### src/rtl/scan_decoder.sv
// scan_decoder: registered N-to-2^N one-hot decoder with enable and three
// operating modes: LEVEL (plain registered decode), PULSE (one-shot of
// HOLD_CYC cycles started by a load strobe) and SCAN (automatic sweep across
// all outputs, dwelling HOLD_CYC cycles on each, with load-to-jump).
module scan_decoder #(
    parameter  int SEL_W    = 4,
    parameter  int HOLD_CYC = 4,
    localparam int OUT_W    = 2 ** SEL_W
) (
    input  logic             clk,
    input  logic             rst_n,
    input  logic             en,
    input  logic [1:0]       mode,
    input  logic [SEL_W-1:0] sel,
    input  logic             load,
    output logic [OUT_W-1:0] d,
    output logic [SEL_W-1:0] idx,
    output logic             busy
);

    localparam int               CNT_W = $clog2(HOLD_CYC + 1);
    localparam logic [CNT_W-1:0] TERM  = CNT_W'(HOLD_CYC - 1);

    localparam logic [1:0] MODE_PULSE = 2'b01;
    localparam logic [1:0] MODE_SCAN  = 2'b10;

    typedef enum logic [1:0] {
        ST_IDLE  = 2'b00,
        ST_PULSE = 2'b01,
        ST_SCAN  = 2'b10
    } state_t;

    state_t           state_q, state_d;
    logic [OUT_W-1:0] d_q, d_d;
    logic [SEL_W-1:0] idx_q, idx_d;
    logic             busy_q, busy_d;
    logic [CNT_W-1:0] cnt_q, cnt_d;
    logic [1:0]       mode_prev_q;

    function automatic logic [OUT_W-1:0] onehot(input logic [SEL_W-1:0] i);
        logic [OUT_W-1:0] v;
        v    = '0;
        v[i] = 1'b1;
        return v;
    endfunction

    // Next-state and next-output logic. Any mode change wins over everything
    // and parks the block in IDLE with outputs cleared (idx is kept).
    // In SCAN, cnt counts the display cycles already spent on idx; an edge
    // that only turns the output back on (entry or resume after en=0) does
    // not consume dwell, so a resumed index gets its remaining HOLD_CYC-cnt.
    always_comb begin
        state_d = state_q;
        d_d     = d_q;
        idx_d   = idx_q;
        busy_d  = busy_q;
        cnt_d   = cnt_q;
        if (mode != mode_prev_q) begin
            state_d = ST_IDLE;
            d_d     = '0;
            busy_d  = 1'b0;
            cnt_d   = '0;
        end else begin
            case (state_q)
                ST_IDLE: begin
                    d_d    = '0;
                    busy_d = 1'b0;
                    cnt_d  = '0;
                    if (mode == MODE_PULSE) begin
                        if (en && load) begin
                            idx_d   = sel;
                            d_d     = onehot(sel);
                            busy_d  = 1'b1;
                            state_d = ST_PULSE;
                        end
                    end else if (mode == MODE_SCAN) begin
                        if (en) begin
                            state_d = ST_SCAN;
                        end
                    end else if (en) begin
                        // LEVEL and the reserved encoding
                        d_d   = onehot(sel);
                        idx_d = sel;
                    end
                end
                ST_PULSE: begin
                    if (!en || cnt_q == TERM) begin
                        d_d     = '0;
                        busy_d  = 1'b0;
                        cnt_d   = '0;
                        state_d = ST_IDLE;
                    end else begin
                        cnt_d = cnt_q + 1'b1;
                    end
                end
                ST_SCAN: begin
                    busy_d = 1'b0;
                    if (!en) begin
                        d_d = '0;
                    end else if (load) begin
                        idx_d = sel;
                        cnt_d = '0;
                        d_d   = onehot(sel);
                    end else if (d_q == '0) begin
                        d_d = onehot(idx_q);
                    end else if (cnt_q == TERM) begin
                        idx_d = idx_q + 1'b1;
                        cnt_d = '0;
                        d_d   = onehot(idx_d);
                    end else begin
                        cnt_d = cnt_q + 1'b1;
                        d_d   = onehot(idx_q);
                    end
                end
                default: begin
                    state_d = ST_IDLE;
                    d_d     = '0;
                    busy_d  = 1'b0;
                    cnt_d   = '0;
                end
            endcase
        end
    end

    // State and output registers; reset asserts asynchronously.
    always_ff @(posedge clk or negedge rst_n) begin
        if (!rst_n) begin
            state_q     <= ST_IDLE;
            d_q         <= '0;
            idx_q       <= '0;
            busy_q      <= 1'b0;
            cnt_q       <= '0;
            mode_prev_q <= 2'b00;
        end else begin
            state_q     <= state_d;
            d_q         <= d_d;
            idx_q       <= idx_d;
            busy_q      <= busy_d;
            cnt_q       <= cnt_d;
            mode_prev_q <= mode;
        end
    end

    assign d    = d_q;
    assign idx  = idx_q;
    assign busy = busy_q;

endmodule

### config.mk
export PLATFORM = sky130hd
export DESIGN_NAME = scan_decoder
export DESIGN_NICKNAME = d
export VERILOG_FILES = /design/src/rtl/scan_decoder.sv
export SDC_FILE = /design/constraint.sdc
export NUM_CORES = 1
export LEC_CHECK = 0
export CORE_ASPECT_RATIO = 0.8
export CORE_MARGIN = 8
export CORE_UTILIZATION = 49
export DETAILED_ROUTE_END_ITERATION = 8
export PLACE_DENSITY = 0.73
export SKIP_LAST_GASP = 1
export SLEW_MARGIN = 20
export SYNTH_ARGS = -nofsm -noshare
export SYNTH_HDL_FRONTEND = slang
export SYNTH_SLANG_ARGS = --single-unit
### constraint.sdc
create_clock -name clk -period 2.25 [get_ports clk]
set_clock_uncertainty 0.1 [all_clocks]
set_input_delay 0.3375 -clock clk [delete_from_list [all_inputs] [get_ports clk]]
set_output_delay 0.3375 -clock clk [all_outputs]
set_load 0.01 [all_outputs]
* Yosys cells after proc, flatten, opt, wreduce, memory -nomap -nowiden
Cells that the tools add are included.
** Storage, ports and cells
- Bits in registers :: 28
- Output and inout bits :: 21
- Word-level logic and storage cells :: 91
** Cells by class
- $add $sub $neg :: 2
- Magnitude comparators :: 6
- Eq/ne operators :: 19
- Multiplexer cells :: 45
- Bitwise gates (word level) :: 1
- Reduce and logical (&&, ||, !) cells :: 12
** Operator list (number)
- 16-bit 2-to-1 mux :: 10
- 16-bit case mux with 3 select lines :: 1
- 4-bit 2-to-1 mux :: 8
- 3-bit != test, second input constant :: 7
- 3-bit 2-to-1 mux :: 6
- 16-bit zero test :: 1
- 4-bit != test, second input constant :: 4
- 4-bit by 5-bit < comparator with 1-bit output, second input constant :: 3
- 1-bit demux with 4-bit select :: 3
- 4-bit by 1-bit >= comparator with 1-bit output, second input constant :: 3
- 2-bit 2-to-1 mux :: 6
- 4-bit case mux with 2 select lines :: 1
- 8-bit AND reduction :: 1
- 1-bit 2-to-1 mux :: 7
- 2-bit case mux with 3 select lines :: 1
- 3-bit case mux with 2 select lines :: 1
- 5-bit AND reduction :: 1
- 4-bit by 1-bit adder with 4-bit output, second input constant :: 1
- 2-bit by 1-bit equality test with 1-bit output, second input constant :: 2
- 2-bit equality test, second input constant :: 2
- 1-bit logical AND :: 4
- 2-bit != test, second input constant :: 2
- 3-bit by 1-bit adder with 3-bit output, second input constant :: 1
- 3-bit by 2-bit equality test with 1-bit output, second input constant :: 1
- other kinds (8) :: 8

* Depth between registers and ports, before layout
Gate-level depths: netlist of run 1.
- Word-level depth :: 11
- Mapped depth :: 10

* Worst setup path after synthesis of run 1
Ideal clock, no wire load.
- Path type :: register -> register
- From :: register d_q[9], in the netlist d[9]
- To :: register d_q[5], in the netlist d[5]
- Setup time :: 126 ps
- Data arrival time :: 2024 ps
- Required time :: 2024 ps
- Path slack :: 0 ps
- Cell stages (with the launch flop) :: 8
- Cell sequence :: dfrtp_1 or4_4 o41a_1 buf_6 buf_6 nand3_2 a21oi_1 a221o_1
** Between the ends
- Word-level cells in the longest chain between the ends :: 6
** RTL lines
- from (decl) :: RTL line 34 : logic [OUT_W-1:0] d_q, d_d;
- from (signal assigned) :: RTL line 129 : d_q <= '0;
- from (signal assigned) :: RTL line 136 : d_q <= d_d;
- 16-bit zero test :: RTL line 104 : end else if (d_q == '0) begin
- 16-bit 2-to-1 mux :: RTL line 104
- 16-bit 2-to-1 mux :: RTL line 100 : end else if (load) begin
- 16-bit 2-to-1 mux :: RTL line 98 : if (!en) begin
- 16-bit case mux with 3 select lines :: RTL line 64 : case (state_q)
- 16-bit 2-to-1 mux :: RTL line 58 : if (mode != mode_prev_q) begin
No other way between the ends.
A chain may end at the register's enable or synchronous reset.

* Final worst setup path of run 1
- From :: register d_q[14], in the netlist d[14]
- To :: register d_q[8], in the netlist d[8]
The elaborated chain is that of the path after synthesis.

==> flow_summary.json, run 1 <==
{
  "pwr-share-seq": 0.300,
  "powerDensity_nw_per_um2": 644,
  "crit_type": "register to register",
  "finalCritPeriodShare": 1.04,
  "worstPathRequired_ns": 2.32,
  "synthFlopType": "dfrtp_1",
  "cap_violations": 0,
  "rows": 21,
  "place.gp.congestion": 0.890,
  "setup_ws_ns": -0.0859,
  "design_area_um2": 3100,
  "synth_edf_count": 0,
  "dp.cells": 362,
  "wirelength_um": 6930,
  "grt_pass1_vias": 2014,
  "io_pins": 31,
  "holdWs_ns": 0.333,
  "yosysWarnings": 0,
  "syn_area_um2": 2040,
  "synthTopCellsByCount": "dfrtp_1, a21oi_1, nor2_1",
  "clock_path_buffers": 2,
  "arrival_ns": 2.41,
  "layout-drive-gt1-share": 0.367,
  "dieArea_um2": 6500,
  "critPathLaunch": "d[14]",
  "cts_buffers": 3,
  "slew_headroom": 0.541,
  "synthTopCellsByArea": "dfrtp_1, ha_1, a21oi_1",
  "endpoint": "d[8]",
  "ys_ff_latch": 28,
  "worstMarginPinSlew_ns": 0.684,
  "layout_min_cycle_time_ns": 2.34,
  "clk_pin_slew_ns": 0.11,
  "cts_root_buf": "clkbuf_8",
  "p_switching_mw": 0.816,
  "grt_max_degree": 29,
  "hold_class": "input port to async pin",
  "irDropWorstVdd_uv": 759,
  "final_util": 0.757,
  "hold_buffers": 0,
  "cts_sinks": 28,
  "status": "finished, violations left",
  "p_comb_frac": 0.492,
  "grt-ovfl-total": 0,
  "drv_slew": 0,
  "drt_iter0_drc": 250,
  "htree_levels": 1,
  "total_power_mw": 2.00,
  "num-nets-final": 337,
  "swShare": 0.408,
  "yosysMostFrequentCell": "dfrtp_1",
  "dieHeight_um": 73.8,
  "ant_nets": 0,
  "p_leak_nw": 1.28,
  "worstReg2RegStart": "d[14]",
  "ff2ff_path_depth": 7,
  "vias_per_cell": 6.12,
  "diodes": 0,
  "placed_area_um2": 2740,
  "cp-end-kind": "register",
  "antenna_found_initial": 0,
  "tns_ns": -0.779,
  "yosysUniqueCellTypes": 45,
  "r2r-end": "d[8]",
  "cts_tree": "yes",
  "area_delta_synth_final_pct": 51.9,
  "wl_per_cell_um": 18.6,
  "violations": "setup timing",
  "intPower_mw": 1.18,
  "grt_usage": 0.192,
  "vias": 2281,
  "hpwl_um": 4600,
  "hold_viol_final": 0,
  "finalSetupViolations": 17,
  "initial_core_util": 0.498,
  "io_buffers": 30,
  "core_area_um2": 4100,
  "crit_fanout": 6,
  "cp-start-kind": "register",
  "r2r_slack_ns": -0.09,
  "drcViolationCount": 0,
  "syn_inst": 236,
  "synth_largest_area_cell": "dfrtp_1",
  "synth_async_sr_flop_share": 1.00,
  "synth_top_area_frac": 0.343,
  "layoutNonFillerInstCount": 373,
  "fmax_ghz": 0.428,
  "pwr-share-clk": 0.208,
  "die_x_um": 88.2,
  "syn_avg_cell_area_um2": 8.66,
  "firstDrtPassIters": 5,
  "place_ws_ns": -0.260,
  "rsz0062_at_grt": "true",
  "yosysSeqAreaShare": 0.343,
  "grt_pass1_wl_um": 9850,
  "insertion_delay_ns": 0.29,
  "synth_fp_nets": 256
}
power by group through the flow:
| stage | combinational [mW] | sequential, mW | clock [mW] |
|---|---|---|---|
| floorplan | 0.486 | 0.614 | 0 |
| global placement | 0.829 | 0.606 | 0 |
| detailed placement | 0.839 | 0.608 | 0 |
| CTS | 0.854 | 0.598 | 0.418 |
| global route | 1.05 | 0.605 | 0.435 |
| finish | 0.982 | 0.600 | 0.415 |
layout by cell type (no fill, tap or decap), types with 4 or more instances in the layout:
cell | netlist | routed
a21oi_1 | 21 | 7
a21oi_2 | 0 | 14
a221o_1 | 9 | 9
a22oi_1 | 6 | 4
buf_4 | 0 | 55
buf_6 | 2 | 6
clkdlybuf4s50_1 | 0 | 30
dfrtp_1 | 28 | 28
ha_1 | 10 | 10
inv_1 | 9 | 9
nand2_1 | 18 | 18
nand2b_1 | 6 | 6
nand3_1 | 18 | 10
nand3_2 | 2 | 10
nand3b_1 | 4 | 4
nor2_1 | 19 | 17
o21ai_0 | 7 | 4
o21ai_1 | 2 | 5
how the worst min path moves through the flow:
stage | start | depth (start not counted) | to
2_1_floorplan | rst_n | 0 | busy
3_3_place_gp | busy | 2 | busy
3_5_place_dp | busy | 2 | busy
4_1_cts | rst_n | 2 | d[13]
5_1_grt | rst_n | 2 | d[14]
6_report | rst_n | 2 | d[14]
cell families after synthesis:
group,synth area share
and+or+nand+nor,0.261
AOI/OAI and AO/OA,0.253
DFF,0.343
buffers and inverters,0.0576
adders and majority gates,0.0612
muxes,0.0153
xor gates and xnor gates,0.00857
layer usage:
metal  GRT usage  vias to the layer above  share of wire
met5           0                        -              0
met4      0.0318                        0          0.027
met3      0.0358                       23          0.084
met2       0.280                      123           0.43
met1       0.285                     1088           0.46
li1            -                     1047              -
sequential cells by signal (all words and copies together) (netlist names):
register     cells
state_q          2
d               16
idx              4
busy             1
mode_prev_q      2
cnt_q            3
timing repair:
item,in CTS,in global routing
resized for setup,6,51
cloned,1,1
pin swaps,5,22
setup endpoints to repair,9,23
buffers inserted,2,3
critical path, cell delays in order (launching register included):
cell and delay, ns:
dfrtp_1 0.40, or4_4 0.57, buf_6 0.14, o41ai_4 0.43, buf_6 0.20, nor3_1 0.06, a31oi_1 0.22, o21ai_1 0.09
cell type report:
type,count,area (um^2)
clock buffers,3,41.3
inverters,9,33.8
well taps,57,71.3
clock inverters,1,30.0
fillers,302,996
repair buffers,92,796
flip-flops and latches,28,701
multi-input cells,183,1430
(Power assumes the default switching activity.)
==> inputs of run 2 (changes only) <==
Settings changed: CORE_UTILIZATION 49 to 55, PLACE_DENSITY 0.73 to 0.78.
Clock period 2.25 ns to 2.88 ns, I/O delays scaled along.
==> flow_summary.json, run 2 (synthesis results as in run 1) <==
{
  "status": "finished clean",
  "diodes": 0,
  "irDropWorstVdd_uv": 621,
  "io_buffers": 30,
  "worstReg2RegStart": "d[9]",
  "path_delay_family": "compound AO/OA/AOI/OAI gates",
  "grt-ovfl-total": 0,
  "powerDensity_nw_per_um2": 551,
  "num-nets-final": 283,
  "finalSetupViolations": 0,
  "crit_slowest_cell": "o41a_1",
  "grt_pass1_vias": 1855,
  "place_ws_ns": 0.252,
  "r2r_slack_ns": 0.33,
  "crit_fanout": 17,
  "largest_reg_flops": 16,
  "vias_per_cell": 6.49,
  "drcViolationCount": 0,
  "vias": 1973,
  "total_power_mw": 1.35,
  "place.gp.congestion": 0.926,
  "cts_root_buf": "clkbuf_8",
  "cts_sinks": 28,
  "ant_nets": 0,
  "die_x_um": 84.1,
  "grt_pass1_wl_um": 9070,
  "drv_slew": 0,
  "hold_buffers": 0,
  "tns_ns": 0,
  "layout-drive-gt1-share": 0.0916,
  "rsz0062_at_grt": "false",
  "fmax_ghz": 0.393,
  "cp_cell_sequence": "or4_4 > o41a_1 > nor3_4 > a21oi_1 > a211oi_1",
  "cts_buffers": 3,
  "finalCritPeriodShare": 0.884,
  "final_util": 0.699,
  "clock_path_buffers": 2,
  "antenna_found_initial": 0,
  "arrival_ns": 2.63,
  "slowest_delay_ns": 0.72,
  "insertion_delay_ns": 0.28,
  "clk_pin_slew_ns": 0.09,
  "setup_ws_ns": 0.333,
  "r2r-end": "d[13]",
  "hold_class": "input port to async pin",
  "cts_tree": "yes",
  "core_area_um2": 3490,
  "wirelength_um": 5460,
  "io_pins": 31,
  "wl_per_cell_um": 18.0,
  "path_buf_inv": 0,
  "grt_usage": 0.183,
  "hpwl_um": 4090,
  "dieHeight_um": 70.5,
  "holdWs_ns": 0.426,
  "fill_cells": 298,
  "post_cts_buffers": 0,
  "worstMarginPinSlew_ns": 0.735,
  "ff2ff_path_depth": 5,
  "final_common_cell": "clkdlybuf4s50_1",
  "layout_min_cycle_time_ns": 2.55,
  "slew_headroom": 0.510,
  "htree_levels": 1,
  "crit_type": "register to register",
  "worstPathRequired_ns": 2.96,
  "cp-start-kind": "register",
  "cap_violations": 0,
  "dieArea_um2": 5930,
  "hold_viol_final": 0,
  "firstDrtPassIters": 5,
  "drt_iter0_drc": 341,
  "initial_core_util": 0.585,
  "final_cell_mix": "clkdlybuf4s50_1, dfrtp_1, a21oi_1",
  "cts_resized": 0,
  "cp-end-kind": "register",
  "p_leak_nw": 0.956,
  "rows": 19,
  "area_delta_synth_final_pct": 19.6,
  "grt_max_degree": 29
}
[run 2: changes by cell type in the layout (fill, tap and decap cells not counted), sizes merged]
cell  delta
buf     -54
[run 2: per-layer routing]
layer	vias to the layer above	routed length (um)	global-route usage
met5	-	0	0
met4	0	77	0.0344
met3	9	479	0.0463
met2	88	2390	0.265
met1	936	2520	0.266
li1	940	-	-
[run 2: how the worst max path moves through the flow]
stage                        to  startpoint  depth (start not counted)  slack (ns)
final                     d[13]        d[9]                          5        0.33
after global routing      d[14]        d[9]                          5        0.18
after CTS                 d[13]        d[9]                          5        0.36
after detailed placement   d[1]     mode[0]                          6        0.25
after global placement     d[4]     mode[0]                          6        0.29
after floorplan            d[5]        d[9]                          7        0.63
[run 2: area by class of cell]
class,count,area (um^2),area share
Clock buffer,3,41.3,0.0169
Timing Repair Buffer,38,360,0.147
Inverter,9,33.8,0.0138
Sequential cell,28,701,0.287
Clock inverter,1,30.0,0.0123
Tap cell,42,52.6,0.0215
Multi-Input combinational cell,183,1220,0.501
[run 2: stage by stage]
| step | area [um^2] | std cells |
|---|---|---|
| final | 2440 | 304 |
| after global routing | 2440 | 304 |
| after CTS | 2440 | 304 |
| after detailed placement | 2370 | 300 |
| after global placement | 2370 | 300 |
| after floorplan | 2040 | 236 |
[run 2: where the power goes]
group	leakage (nW)	switching [mW]	internal, mW
clock network	0.0357	0.123	0.186
registers	0.375	0.0784	0.422
logic	0.545	0.326	0.213
==> inputs of run 3 (changes only) <==
Settings changed: HOLD_SLACK_MARGIN set to 0.12, SLEW_MARGIN 20 to not set.
==> results of run 3 <==
Same layout as run 2: the final DEF is identical, and so are final timing and power.
